===== src/rtl/request_agent.sv =====
// request_agent: client-side job source for the round-robin arbiter.
// Tracks pending jobs per client, requests service, retires on grant.
module request_agent #(
  parameter int width = 5,
  parameter int time_quantum = 2,
  parameter int count_width = 4,
  localparam int idx_w = (width > 1) ? $clog2(width) : 1
) (
  input  logic             in_clk,
  input  logic             in_reset,
  input  logic             in_push_valid,
  input  logic [idx_w-1:0] in_push_id,
  output logic             out_push_ready,
  output logic [width-1:0] out_request,
  input  logic [width-1:0] in_grant,
  output logic             out_active_valid,
  output logic [idx_w-1:0] out_active_id,
  output logic             out_done,
  output logic [idx_w-1:0] out_done_id,
  output logic             out_preempt,
  output logic             out_grant_error
);

  localparam int sw = $clog2(time_quantum + 1);
  localparam logic [count_width-1:0] cmax = '1;

  typedef enum logic {
    st_idle,
    st_serve
  } state_t;

  state_t state, state_n;

  logic [count_width-1:0] pending [width];
  logic [sw-1:0]    svc, svc_n;
  logic [idx_w-1:0] aid, aid_n;
  logic [idx_w-1:0] push_idx;
  logic             id_ok;
  logic             push_ok;
  logic             multi, stray, err, onehot;
  logic [idx_w-1:0] gid;
  logic [width-1:0] act_mask;
  logic             retire;
  logic [idx_w-1:0] rid;
  logic             preempt_n;

  // Push acceptance: in-range client whose counter is not full.
  always_comb begin
    id_ok = int'(in_push_id) < width;
    push_idx = id_ok ? in_push_id : '0;
    out_push_ready = id_ok && (pending[push_idx] != cmax);
    push_ok = in_push_valid && out_push_ready;
  end

  // Request vector is a pure decode of the counters.
  always_comb begin
    for (int i = 0; i < width; i++)
      out_request[i] = |pending[i];
  end

  // Classify the grant: error, clean one-hot, and its index.
  always_comb begin
    multi = $countones(in_grant) > 1;
    stray = |(in_grant & ~out_request);
    err = multi || stray;
    onehot = (in_grant != '0) && !err;
    gid = '0;
    for (int i = 0; i < width; i++)
      if (in_grant[i]) gid = idx_w'(i);
    act_mask = width'(1) << aid;
  end

  // Next-state and service bookkeeping.
  always_comb begin
    state_n = state;
    svc_n = svc;
    aid_n = aid;
    retire = 1'b0;
    rid = aid;
    preempt_n = 1'b0;
    unique case (state)
      st_idle: begin
        if (onehot) begin
          if (time_quantum == 1) begin
            retire = 1'b1;
            rid = gid;
          end else begin
            state_n = st_serve;
            aid_n = gid;
            svc_n = sw'(1);
          end
        end
      end
      st_serve: begin
        if (!err && in_grant == act_mask) begin
          if (int'(svc) + 1 >= time_quantum) begin
            retire = 1'b1;
            state_n = st_idle;
            svc_n = '0;
            aid_n = '0;
          end else begin
            svc_n = svc + sw'(1);
          end
        end else begin
          preempt_n = 1'b1;
          state_n = st_idle;
          svc_n = '0;
          aid_n = '0;
        end
      end
      default: begin
        state_n = st_idle;
      end
    endcase
  end

  // FSM, service counter and registered status outputs.
  always_ff @(posedge in_clk or posedge in_reset) begin
    if (in_reset) begin
      state <= st_idle;
      svc <= '0;
      aid <= '0;
      out_active_valid <= 1'b0;
      out_done <= 1'b0;
      out_done_id <= '0;
      out_preempt <= 1'b0;
      out_grant_error <= 1'b0;
    end else begin
      state <= state_n;
      svc <= svc_n;
      aid <= aid_n;
      out_active_valid <= (state_n == st_serve);
      out_done <= retire;
      if (retire) out_done_id <= rid;
      out_preempt <= preempt_n;
      if (err) out_grant_error <= 1'b1;
    end
  end

  assign out_active_id = aid;

  // Pending counters: push adds, retire subtracts, both cancel.
  always_ff @(posedge in_clk or posedge in_reset) begin
    if (in_reset) begin
      for (int i = 0; i < width; i++)
        pending[i] <= '0;
    end else begin
      for (int i = 0; i < width; i++) begin
        if (push_ok && push_idx == idx_w'(i) &&
            !(retire && rid == idx_w'(i)))
          pending[i] <= pending[i] + 1'b1;
        else if (retire && rid == idx_w'(i) &&
                 !(push_ok && push_idx == idx_w'(i)))
          pending[i] <= pending[i] - 1'b1;
      end
    end
  end

endmodule


===== config.mk =====
export PLATFORM = sky130hd
export DESIGN_NAME = request_agent
export DESIGN_NICKNAME = d
export VERILOG_FILES = /design/src/rtl/request_agent.sv
export SDC_FILE = /design/constraint.sdc
export NUM_CORES = 1
export LEC_CHECK = 0
export BUFFER_PORTS_ARGS = -buffer_cell sky130_fd_sc_hd__buf_2
export CAP_MARGIN = 25
export CORE_UTILIZATION = 45
export DETAILED_ROUTE_END_ITERATION = 8
export HOLD_SLACK_MARGIN = 0.15
export PLACE_DENSITY = 0.75
export SETUP_SLACK_MARGIN = 0.05
export SLEW_MARGIN = 10
export SYNTH_ARGS = -nofsm -noshare
export SYNTH_HDL_FRONTEND = slang
export SYNTH_SLANG_ARGS = --single-unit

===== constraint.sdc =====
create_clock -name in_clk -period 8.24 [get_ports in_clk]
set_input_delay 0.412 -clock in_clk [delete_from_list [all_inputs] [get_ports in_clk]]
set_output_delay 0.412 -clock in_clk [all_outputs]
set_load 0.02 [all_outputs]

After elaboration in Yosys (flattened, before gate mapping)
Cells that the tools add are included.

word-level totals
  bits in read-only memories = 0
  memories = 0
  output and inout bits = 16
  word-level logic and storage cells = 135
  input bits = 11
  bits in registers = 32
  memory bits (writable) = 0
  bits in latches = 0

cells by class
  divide/modulo/power cells = 0
  mux-type cells = 35
  order comparisons = 4
  eq/ne operators = 12
  $add $sub $neg = 16
  bitwise operators = 4
  multiply operators = 0
  shifts and indexed selects = 1
  reduce and logical (&&, ||, !) cells = 51

operator list
  cell                   number
  $mux W4                12
  $logic_and A1 B1 Y1    24
  $mux W3                7
  $add A4 B1 Y4 const B  5
  $reduce_or A4 Y1       5
  $sub A4 B1 Y4 const B  5
  $bmux W4 S3            1
  $eq A3 B2 Y1 const B   4
  $logic_not A1 Y1       11
  $reduce_bool A2 Y1     5
  $mux W1                9
  $eq A3 B1 Y1 const B   2
  $eq A3 B3 Y1 const B   2
  $logic_not A3 Y1       2
  $mux W2                3
  $pmux W3 S2            1
  $and A5 B5 Y5          1
  $eq A5 B5 Y1           1
  $not A5 Y5             1
  $reduce_bool A5 Y1     1
  $reduce_or A5 Y1       1
  $shl A1 B3 Y5 const A  1
  $add A1 B1 Y2          2
  $add A3 B1 Y4          1
  other kinds (16)       16

Longest topological paths before layout
Gate-level depths: netlist (run 1).

  depth in word-level cells = 14
  gate-level depth with buffers = 19
  gate-level depth less buffers = 17

Worst setup path after synthesis (run 1)
OpenSTA, ideal clock, no wires.

  path kind = input to register
  start point = input port in_grant[0]
  end point = register pending[7] (netlist name)
  arrival time = 3475 ps
  setup time = 125 ps
  slack = 4640 ps
  cell stages on the path = 18
  buffers on the path = 2
  required time = 8115 ps
  cell sequence = inv_1 > fa_1 > inv_1 > ha_1 > o21ai_0 > and4_4 > buf_6 > and4b_1 > buf_6 > nand4_1 > ha_1 > inv_1 > ha_1 > a21o_2 > a21oi_1 > xnor2_1 > nor2_1 > xor2_1

between the ends
  word-level cells in the longest chain between the ends = 13
  elaborated cells on any way between the ends = 18
  classes of those cells = add/sub: 3; order compare: 1; eq/ne: 1; mux: 3; bitwise: 1; reduce/logical: 9

ends and longest elaborated chain
  element                                               RTL line  RTL
  from (decl)                                           15        input logic [width-1:0] in_grant,
  $add A1 B1 Y2 (not written as such)                   63        multi = $countones(in_grant) > 1;
  $add A2 B2 Y3 (not written as such)                   63
  $add A3 B1 Y4 (not written as such)                   63
  $gt A4 B1 Y1                                          63
  $logic_or A1 B1 Y1                                    65        err = multi || stray;
  $logic_not A1 Y1                                      95        if (!err && in_grant == act_mask) begin
  $logic_and A1 B1 Y1 *                                 95
  $mux W1 *                                             95
  $mux W1 *                                             81        unique case (state)
  via retire                                            43        logic retire;
  $logic_and A1 B1 Y1 *                                 150, 152
  $logic_not A1 Y1                                      150       !(retire && rid == idx_w'(i)))
  $logic_and A1 B1 Y1                                   149       if (push_ok && push_idx == idx_w'(i) &&
  $mux W4 / $reduce_bool A2 Y1 (equally long branches)  n/a
  to (signal, indexed assignment)                       151       pending[i] <= pending[i] + 1'b1;
  to (signal, indexed assignment)                       154       pending[i] <= pending[i] - 1'b1;
  to (decl)                                             34        logic [count_width-1:0] pending [width];

Mark *: on every way through the listed nets, which the timed path passes. The rest lies on a longest branch.
A chain may end at the register's enable or synchronous reset.

Worst setup path after layout (run 1)
  start point = input port in_grant[0]
  end point = register pending[7] (netlist name)

between the ends
  word-level cells in the longest chain between the ends = 13
  elaborated cells on any way between the ends = 18
  classes of those cells = add/sub: 3; order compare: 1; eq/ne: 1; mux: 3; bitwise: 1; reduce/logical: 9

ends and longest elaborated chain
  element                                               RTL line
  $add A1 B1 Y2 (not written as such)                   63
  $add A2 B2 Y3 (not written as such)                   63
  $add A3 B1 Y4 (not written as such)                   63
  $gt A4 B1 Y1                                          63
  $logic_or A1 B1 Y1                                    65
  $logic_not A1 Y1                                      95
  $logic_and A1 B1 Y1 *                                 95
  $mux W1 *                                             95
  $mux W1 *                                             81
  $logic_and A1 B1 Y1 *                                 150, 152
  $logic_not A1 Y1                                      150
  $logic_and A1 B1 Y1                                   149
  $mux W4 / $reduce_bool A2 Y1 (equally long branches)  n/a

Mark *: on every way between the ends. The rest lies on a longest branch, timed or not.

==> out/qor.csv, run 1 <==
metric,value,unit
total power,0.781,mW
Seq cells post-synth,32,
fin crit share,45.9,%
Logic pwr share,43.6,%
setup tns final,0,ns
vias per cell,5.43,
Switching Share,41.7,%
DR WL/cell,14.2,um
worst skew pair latency,0.28,ns
Pint,0.455,mW
Final nets,280,
Relative slew margins,66.4,%
Pins Over Slew Limit,0,
GP Congestion,0.855,
leading cell types by count after synthesis,"dfrtp_1 (32), inv_1 (19), ha_1 (18)",
critical path's slowest cell,fa_1,
CP endpoint kind,register,
Worst EP required,8.41,ns
Synth Cell Area,2210,sq um
critical path arrival,3.96,ns
Syn Area/Cell,10.1,sq um
PortBufs,26,
Core Area,4720,sq um
Starting Density,46.8,%
vias in the first global route,1655,
placed cell area,2390,sq um
skew final,0.00728,ns
max cap viols,0,
final core occ,52.5,%
PD cells,315,nW/um^2
detailed-route DRC error count,0,
final hold vios,0,
synthesized instance count,218,
worst reg2reg endpoint,pending[7],
Synth cell types,48,
CP Max Fanout,10,
RSZ-0062 raised after global routing,false,
"worst slack, placed",4.19,ns
Finished Layout Cells,313,
post-CTS sizing,0,
placed cells,305,
sw power,0.326,mW
root buf cell,clkbuf_8,
post-cts hold buffer count,0,
Final WS setup,4.45,ns
global-route wire length before repair,7820,um
GRT Util Overall,19.3,%
"setup slack, reg-to-reg",4.81,ns
fin crit period,3.79,ns
clk sinks,32,
final instance area,2480,sq um
Pre-antenna DRT Iters,5,
clock buffer depth,2,
worst path cell trace,"buf_2, inv_1, fa_1, inv_1, ha_1, o21ai_0, and4_4, and4b_1, nand4_1, ha_1, inv_1, ha_1, a21o_2, a21oi_1, xnor2_1, nor2_1, xor2_1",
DIE HEIGHT,72.1,um
DIE WIDTH,72.1,um
antenna violations before repair,0,
n_diodes,0,
CTS tree,built,
Post-synth ARST share,100,%
top cell type's share of synthesized area,36.3,%
Overflow after GRT,0,
"top cells by area, synth","dfrtp_1 (36%), ha_1 (10%), xnor2_1 (5.9%), fa_1 (5.4%), inv_1 (3.2%)",
I/O pins,27,
main flop type after synthesis,dfrtp_1,
H-tree depth,2,
Post-Syn Nets,253,
leakage,1.11,nW
peak supply drop,0.000152,V
status,finished clean,
r2r startpoint,out_active_id[1],
Reg2Reg Depth,13,
CP startpoint kind,input port,
# setup viols final,0,
WP buf/inv,4,
Post-synth EDFFs,0,
Final HPWL DP,3380,um
Max stage delay on crit path,0.54,ns
Stages on worst setup path,17,
TritonCTS buffer count,5,
DRT antenna net count,0,
sequential element share of the synthesized area,36.3,%
setup bufs post-CTS,0,
Worst-Margin Slew,0.500,ns
largest net degree at the start of global routing,33,
FP Rows,25,
Clock transition at path regs,0.07,ns
most numerous cell in the Yosys netlist,dfrtp_1,
critical path's top delay family,adder cells,
Die ar.,5190,sq um
vias,1699,
path type of the worst setup path,in -> reg,
worst hold margin,0.207,ns
Synth area leader,dfrtp_1,
Area growth syn-to-layout,12.4,%
Worst Hold Class,in -> async,
portion of total power attributed to the clock network,16.1,%
fmax,0.264,GHz
layout cells sized above 1,20.3,%
Initial DRC Count,164,
final WL,4450,um
Seq pwr share,40.3,%
Ys Warns,0,
## worst reg2reg max path: stages, from the launching register on
cell and delay, ns:
dfrtp_1 0.50, nor2_1 0.32, o211ai_1 0.12, a32oi_1 0.38, and4b_1 0.51, nand4_1 0.16
ha_1 0.23, inv_1 0.12, ha_1 0.25, a21o_2 0.20, a21oi_1 0.19, xnor2_1 0.14
nor2_1 0.06, xor2_1 0.14
## area by class of cell
cell class	instances	area, sq um
fillers	430	2240
multi-input cells	159	1290
flip-flops and latches	32	801
repair buffers	27	138
well taps	67	83.8
clock buffers	6	82.6
inverters	20	75.1
clock inverters	2	10.0
## sequential cells by signal (all words and copies together) (netlist names)
name	cells
out_preempt	1
out_grant_error	1
svc	2
state	1
out_done_id	3
out_active_id	3
pending	20
out_done	1
## cell usage in the layout (no fill, tap or decap), drive strengths merged, types with 2 or more instances in the layout
cell type,count
nor4,2
ha,18
a32oi,2
nor2,11
nor2b,5
clkbuf,6
a211o,2
buf,27
xnor2,15
inv,19
mux2,8
or4,3
fa,6
a21o,5
clkinv,3
xor2,5
dfrtp,32
nand3,9
nand2,11
nor3b,3
a21oi,8
and4b,2
nand4,9
o211ai,3
nand3b,3
o21ai,10
## logic make-up after synthesis
kind of cell             count (synthesis)  share of synthesized area, %
XOR/XNOR                                20                          7.93
flip-flops                              32                          36.3
AO/OA/AOI/OAI                           40                          12.5
buffers and inverters                   27                          5.27
multiplexers                             8                          4.59
adder cells (fa/ha/maj)                 24                          15.6
AND/OR/NAND/NOR                         67                          17.8
## routing by layer
layer	wire length [um]	share of wire (%)	global-route usage [%]	vias to the layer above
met3	187	4.2	3.33	4
met2	2040	46	30.7	46
met4	25	0.56	5.66	0
met1	2200	49	27.1	822
met5	0	0	0	-
li1	-	-	-	827
## power by group through the flow
stage	logic (mW)	registers, mW	clock network [mW]
2_1_floorplan	0.271	0.295	0
3_3_place_gp	0.330	0.314	0
3_5_place_dp	0.341	0.316	0
4_1_cts	0.343	0.315	0.129
5_1_grt	0.387	0.329	0.135
6_report	0.340	0.315	0.126
## worst max path at each step
stage                start  slack, ns         end
6_report       in_grant[0]       4.45  pending[7]
4_1_cts        in_grant[0]       4.48  pending[7]
2_1_floorplan  in_grant[0]       4.64  pending[7]
3_5_place_dp   in_grant[0]       4.19  pending[7]
3_3_place_gp   in_grant[1]       4.29  pending[7]
5_1_grt        in_grant[0]       4.19  pending[7]
(Power assumes the default switching activity.)
==> inputs of run 2 (changes only) <==
- ABC_AREA: default -> 1
- PLACE_DENSITY: 0.75 -> 0.78
- clock period: 8.24 -> 3.2 ns (I/O delays scaled with it)
==> run 2 against run 1 <==
  * Core utilization increased by 6.2 points
  * Largest power group unchanged
  * Clock skew hardly changed
  * Largest cell class unchanged
  * Critical endpoint unchanged
  * Flip-flop and latch count is the same
  * Sequential share of layout area down 3.8 points
  * Area after synthesis is 3.1% higher
  * Highest routed layer unchanged
==> out/qor.csv, run 2 <==
metric,value,unit,change
status,finished clean,,
setup tns final,0,ns,unchanged
number of fill cells,434,,+0.93%
I/O pins,27,,unchanged
final hold vios,0,,unchanged
Overflow after GRT,0,,unchanged
path type of the worst setup path,in -> reg,,
vias per cell,4.98,,-8.3%
Final nets,377,,+35%
peak supply drop,0.000372,V,+150%
Pre-antenna DRT Iters,4,,-1
clock buffer depth,2,,unchanged
n_diodes,0,,unchanged
Final HPWL DP,3910,um,+16%
CP startpoint kind,input port,,
detailed-route DRC error count,0,,unchanged
critical path's top delay family,adder cells,,
sequential element share of the synthesized area,35.2,%,-1.1 points
PortBufs,26,,unchanged
Logic pwr share,47.3,%,+3.7 points
Relative slew margins,71.4,%,+5.0 points
"leading cell type in the layout, fill and taps excluded",nand2_1,,
fin crit share,92.6,%,
worst path cell trace,"buf_2, inv_1, fa_1, inv_1, ha_1, a21oi_2, nand3_2, nor2_4, nand2_4, nor3_4, buf_6, nand3b_1, ha_1, inv_1, ha_1, a21o_1, a21oi_2, nand2_1, nand2_1, nor2_1, xor2_1",,
global-route wire length before repair,8250,um,+5.5%
main flop type after synthesis,dfrtp_1,,
top cell type's share of synthesized area,35.2,%,-1.1 points
Starting Density,47.6,%,+0.80 points
Post-synth ARST share,100,%,unchanged
Syn Area/Cell,7.93,sq um,-22%
total power,2.25,mW,+190%
critical path arrival,3.14,ns,-0.82 ns
Worst-Margin Slew,0.430,ns,-0.0699 ns
WP buf/inv,5,,+1
max cap viols,0,,unchanged
sw power,0.989,mW,+200%
Worst EP required,3.38,ns,-5.03 ns
final WL,5210,um,+17%
Post-synth EDFFs,0,,unchanged
synthesized instance count,287,,+32%
TritonCTS buffer count,5,,unchanged
Core Area,4790,sq um,+1.3%
Initial DRC Count,129,,-21%
DIE HEIGHT,73.1,um,+1.5%
GRT Util Overall,20.6,%,+1.3 points
mux share of post-synthesis cell area,0,%,-4.6 points
Synth Area in Adders,15.2,%,-0.46 points
fin crit period,2.96,ns,
vias in the first global route,1860,,+12%
antenna violations before repair,0,,unchanged
max FFs per register,20,,unchanged
vias,2040,,+20%
Synth Cell Area,2280,sq um,+3.1%
GP Congestion,0.870,,+1.7%
Synth cell types,30,,-38%
# setup viols final,0,,unchanged
Seq cells post-synth,32,,unchanged
worst skew pair latency,0.30,ns,+0.02 ns
clk sinks,32,,unchanged
largest net degree at the start of global routing,33,,unchanged
layout cells sized above 1,23.6,%,+3.3 points
highest-count cells in the layout ignoring fill and taps,"nand2_1 (63), inv_1 (41), nor2_1 (32), dfrtp_1 (31), buf_2 (26)",,
Compound-Gate Fraction of Synth Area,7.37,%,-5.2 points
Ys Warns,0,,unchanged
"top cells by area, synth","dfrtp_1 (35%), nand2_1 (10%), ha_1 (9.9%), inv_1 (7.3%), fa_1 (5.3%)",,
DRT antenna net count,0,,unchanged
H-tree depth,2,,unchanged
CP Max Fanout,4,,-6
Die ar.,5350,sq um,+3.0%
critical path's slowest cell,fa_1,,
root buf cell,clkbuf_8,,
CP endpoint kind,register,,
skew final,0.00778,ns,+0.000499 ns
FP Rows,25,,unchanged
register name with the most flops,pending,,
fmax,0.337,GHz,
Switching Share,43.9,%,+2.2 points
leakage,1.46,nW,+32%
final instance area,2810,sq um,+13%
placed cell area,2640,sq um,+10%
Worst Hold Class,in -> reg,,
Max stage delay on crit path,0.53,ns,about the same
portion of total power attributed to the clock network,17.4,%,+1.3 points
Synth area leader,dfrtp_1,,
Post-Synth Simple-Gate Area,28.4,%,+11 points
Area growth syn-to-layout,23.6,%,
Pins Over Slew Limit,0,,unchanged
xor and xnor area share after synthesis,5.77,%,-2.2 points
DR WL/cell,12.7,um,-11%
largest family of logic cells by synthesized area,simple AND/OR/NAND/NOR gates,,
most numerous cell in the Yosys netlist,nand2_1,,
Clock transition at path regs,0.07,ns,about the same
Seq pwr share,35.3,%,-5.0 points
CTS tree,built,,
Pint,1.26,mW,+180%
leading cell types by count after synthesis,"nand2_1 (63), inv_1 (44), dfrtp_1 (32), nor2_1 (32), nand3_1 (24)",,
DIE WIDTH,73.1,um,+1.5%
PD cells,800,nW/um^2,+150%
Post-Syn Nets,322,,+27%
RSZ-0062 raised after global routing,false,,
## run 2: cell types whose count changed in the layout (fill, tap and decap cells not counted), sizes merged, moves of 3 or more
cell and change:
buf +21, inv +27, mux2 -8, nand2 +54, nand3 +16, nor2 +25, nor2b -5, nor3b -3
or4 -3, xnor2 -5
## run 2: layout make-up
| type | count | area (sq um) | area share (%) |
|---|---|---|---|
| multi-input cells | 208 | 1340 | 47.6 |
| flip-flops and latches | 32 | 802 | 28.5 |
| repair buffers | 49 | 309 | 11.0 |
| inverters | 46 | 173 | 6.14 |
| well taps | 67 | 83.8 | 2.98 |
| clock buffers | 6 | 72.6 | 2.58 |
| clock inverters | 2 | 35.0 | 1.25 |
## run 2: final timing paths
check                              endpoint              from  slack (ns)  cells after the start
setup / recovery                 pending[7]       in_grant[0]        0.24                     21
hold / removal             out_active_id[2]       in_grant[4]        0.19                      3
setup reg to reg                 pending[7]  out_active_id[1]        0.31                     18
hold reg to reg             out_grant_error   out_grant_error        0.47                      2
max in group asynchronous  out_active_id[0]          in_reset        2.38                      4
min in group asynchronous        pending[9]          in_reset        0.49                      4
## run 2: per-layer routing
metal  GRT usage [%]  part of all wire, %  up-vias
met5               0                    0        -
li1                -                    -     1031
met1            25.4                   45      931
met3            4.83                  4.3       19
met4            8.28                  3.2        0
met2            34.6                   48       59
## run 2: what timing repair did
action | 4_1_cts | 5_1_grt
hold endpoints to repair | 32 | 0
hold buffers | 1 | 0
gates resized for setup | 0 | 15
setup buffers | 0 | 1
endpoints found under the setup margin | 0 | 5
## run 2: logic make-up (layout without fill, tap and decap cells)
group | Yosys count | count (layout)
DFF | 32 | 32
buffers and inverters | 47 | 103
and+or+nand+nor | 140 | 140
xor gates and xnor gates | 15 | 15
AOI/OAI and AO/OA | 29 | 29
adders and majority gates | 24 | 24
## run 2: power by group through the flow
| stage | registers [mW] | clock network, mW | logic [mW] |
|---|---|---|---|
| final | 0.794 | 0.392 | 1.06 |
| after CTS | 0.787 | 0.392 | 1.01 |
| after global routing | 0.819 | 0.410 | 1.20 |
| after floorplan | 0.760 | 0 | 0.722 |
| after global placement | 0.786 | 0 | 0.955 |
| after detailed placement | 0.793 | 0 | 0.997 |
## run 2: metrics by stage
stage          hold WS, ns  cells  util [%]  worst slack, ns
4_1_cts              0.192    409      57.5            0.156
6_report             0.195    410      58.8            0.237
5_1_grt              0.227    410      58.8           0.0149
3_5_place_dp         0.272    400      55.1           -0.155
2_1_floorplan        0.276    287         -           0.0569
3_3_place_gp         0.268    400      55.1          -0.0633
## run 2: worst reg2reg max path, stage by stage (launching register included)
cell,delay [ns]
dfrtp_1,0.49
nor2_2,0.25
nand2_1,0.08
nand2_1,0.06
a21oi_1,0.11
nor2_4,0.16
nand2_4,0.07
nor3_4,0.22
buf_6,0.14
nand3b_1,0.08
ha_1,0.21
inv_1,0.08
ha_1,0.22
a21o_1,0.19
a21oi_2,0.14
nand2_1,0.06
nand2_1,0.05
nor2_1,0.04
xor2_1,0.13
==> inputs of run 3 (changes only) <==
- ABC_AREA: 1 -> default
- CORE_UTILIZATION: 45 -> 50
- PLACE_DENSITY: 0.78 -> 0.84
==> run 3 against run 2 <==
  * Largest cell class unchanged
  * Clock skew hardly changed
  * Global-route usage rose by 1.7 points
  * Register-to-register slack lost 0.21 ns
  * Critical path depth down 8
  * Highest routed layer unchanged
==> out/qor.csv, run 3 (synthesized netlist as in run 1, its figures left out) <==
metric,value,unit,change
status,finished clean,,
Clock transition at path regs,0.07,ns,about the same
leakage,1.24,nW,-15%
FP Rows,23,,-8.0%
PortBufs,26,,unchanged
layout cells sized above 1,34.7,%,+11 points
detailed-route DRC error count,0,,unchanged
vias in the first global route,1676,,-9.9%
clk sinks,32,,unchanged
DIE WIDTH,68.5,um,-6.4%
CTS tree,built,,
vias,1834,,-10%
I/O pins,27,,unchanged
skew final,0.00746,ns,-0.000322 ns
placed cell area,2530,sq um,-4.0%
Reg2Reg Depth,13,,-5
PD cells,816,nW/um^2,+1.9%
DIE HEIGHT,68.5,um,-6.4%
worst path cell trace,"or4_4, o211a_1, and4_4, and4b_2, nand3_1, ha_2, inv_2, ha_1, a21o_1, a21oi_2, xnor2_1, nor2_1, xor2_1",,
"leading cell type in the layout, fill and taps excluded",dfrtp_1,,
register name with the most flops,pending,,
largest net degree at the start of global routing,33,,unchanged
highest-count cells in the layout ignoring fill and taps,"dfrtp_1 (31), buf_4 (28), buf_2 (26), xnor2_1 (15), inv_1 (14)",,
Logic pwr share,50.2,%,+2.9 points
critical path's top delay family,simple AND/OR/NAND/NOR gates,,
Seq pwr share,35.2,%,about the same
sw power,0.906,mW,-8.4%
DRT antenna net count,0,,unchanged
Final HPWL DP,3510,um,-10%
clock buffer depth,2,,unchanged
critical path arrival,3.27,ns,+0.13 ns
max cap viols,0,,unchanged
Die ar.,4690,sq um,-12%
Worst-Margin Slew,0.461,ns,+0.0310 ns
# setup viols final,0,,unchanged
critical path's slowest cell,or4_4,,
DR WL/cell,15.3,um,+21%
final WL,4960,um,-4.7%
Relative slew margins,69.0,%,-2.3 points
H-tree depth,2,,unchanged
Pint,1.32,mW,+4.2%
Area growth syn-to-layout,23.3,%,
final hold vios,0,,unchanged
Pre-antenna DRT Iters,4,,unchanged
WP buf/inv,1,,-4
GP Congestion,0.894,,+2.8%
Pins Over Slew Limit,0,,unchanged
Switching Share,40.8,%,-3.2 points
portion of total power attributed to the clock network,14.6,%,-2.8 points
CP startpoint kind,register,,
GRT Util Overall,22.3,%,+1.7 points
Worst EP required,3.37,ns,about the same
"worst slack, placed",-0.102,ns,+0.0529 ns
worst skew pair latency,0.29,ns,about the same
fmax,0.323,GHz,-4.3%
CP endpoint,pending[15],,
antenna violations before repair,0,,unchanged
root buf cell,clkbuf_8,,
Worst Hold Class,in -> reg,,
CP Max Fanout,6,,+2
CP endpoint kind,register,,
Core Area,4120,sq um,-14%
path type of the worst setup path,reg -> reg,,
r2r startpoint,pending[12],,
n_diodes,0,,unchanged
Initial DRC Count,207,,+60%
global-route wire length before repair,7680,um,-6.9%
worst reg2reg endpoint,pending[15],,
Overflow after GRT,0,,unchanged
Final nets,308,,-18%
RSZ-0062 raised after global routing,true,,
peak supply drop,0.000322,V,-14%
fin crit period,3.10,ns,+0.134 ns
setup tns final,0,ns,unchanged
vias per cell,5.66,,+14%
Stages on worst setup path,13,,-38%
final instance area,2720,sq um,-3.2%
TritonCTS buffer count,5,,unchanged
fin crit share,96.8,%,+4.2 points
crit path from,pending[12],,
max FFs per register,20,,unchanged
"setup slack, reg-to-reg",0.10,ns,-0.21 ns
Final WS setup,0.102,ns,-0.134 ns
Starting Density,53.7,%,+6.1 points
Max stage delay on crit path,0.55,ns,+0.02 ns
[run 3: final cells by class]
type / instances / area [sq um]
Fill cell: 314 / 1390
Multi-Input combinational cell: 159 / 1340
Sequential cell: 32 / 802
Timing Repair Buffer: 55 / 350
Clock buffer: 8 / 90.1
Inverter: 20 / 75.1
Tap cell: 50 / 62.6
[run 3: power by group through the flow]
stage	clock [mW]	sequential, mW	combinational, mW
global placement	0	0.764	0.998
floorplan	0	0.762	0.744
detailed placement	0	0.773	1.03
global route	0.348	0.808	1.25
CTS	0.334	0.769	1.04
finish	0.325	0.782	1.11
[run 3: how the worst min path moves through the flow]
stage | start | slack (ns) | to | cells past startpoint
6_report | in_grant[4] | 0.26 | out_active_id[1] | 4
5_1_grt | in_grant[4] | 0.29 | out_active_id[1] | 4
4_1_cts | in_grant[4] | 0.26 | out_active_id[1] | 4
3_5_place_dp | in_reset | 0.28 | pending[9] | 3
3_3_place_gp | in_reset | 0.26 | svc[1] | 3
2_1_floorplan | in_reset | 0.28 | out_active_id[0] | 1
[run 3: worst min-delay path, delay by kind of cell]
kind	cells	cell delay (ns)
buffers and inverters	1	0.13
AND/OR/NAND/NOR	3	0.22
[run 3: layer usage]
layer | GRT usage, % | part of all wire (%)
met3 | 4.83 | 4.5
met4 | 8.33 | 2.5
met5 | 0 | 0
met2 | 36.8 | 48
met1 | 28.2 | 45
[run 3: what timing repair did]
| action | in CTS | in global routing |
|---|---|---|
| resized for setup | 0 | 4 |
| endpoints found under the setup margin | 0 | 5 |
| buffers inserted | 0 | 10 |
| hold endpoints to repair | 32 | 0 |
| hold buffers | 1 | 0 |
[run 3: through the flow]
| stage | hold WS, ns | utilization (%) | total power [mW] | cells |
|---|---|---|---|---|
| after floorplan | 0.276 | - | 1.51 | 218 |
| after global placement | 0.265 | 61.5 | 1.76 | 305 |
| after detailed placement | 0.276 | 61.5 | 1.81 | 305 |
| after CTS | 0.257 | 63.9 | 2.14 | 314 |
| after global routing | 0.288 | 66.2 | 2.40 | 324 |
| final | 0.263 | 66.2 | 2.22 | 324 |
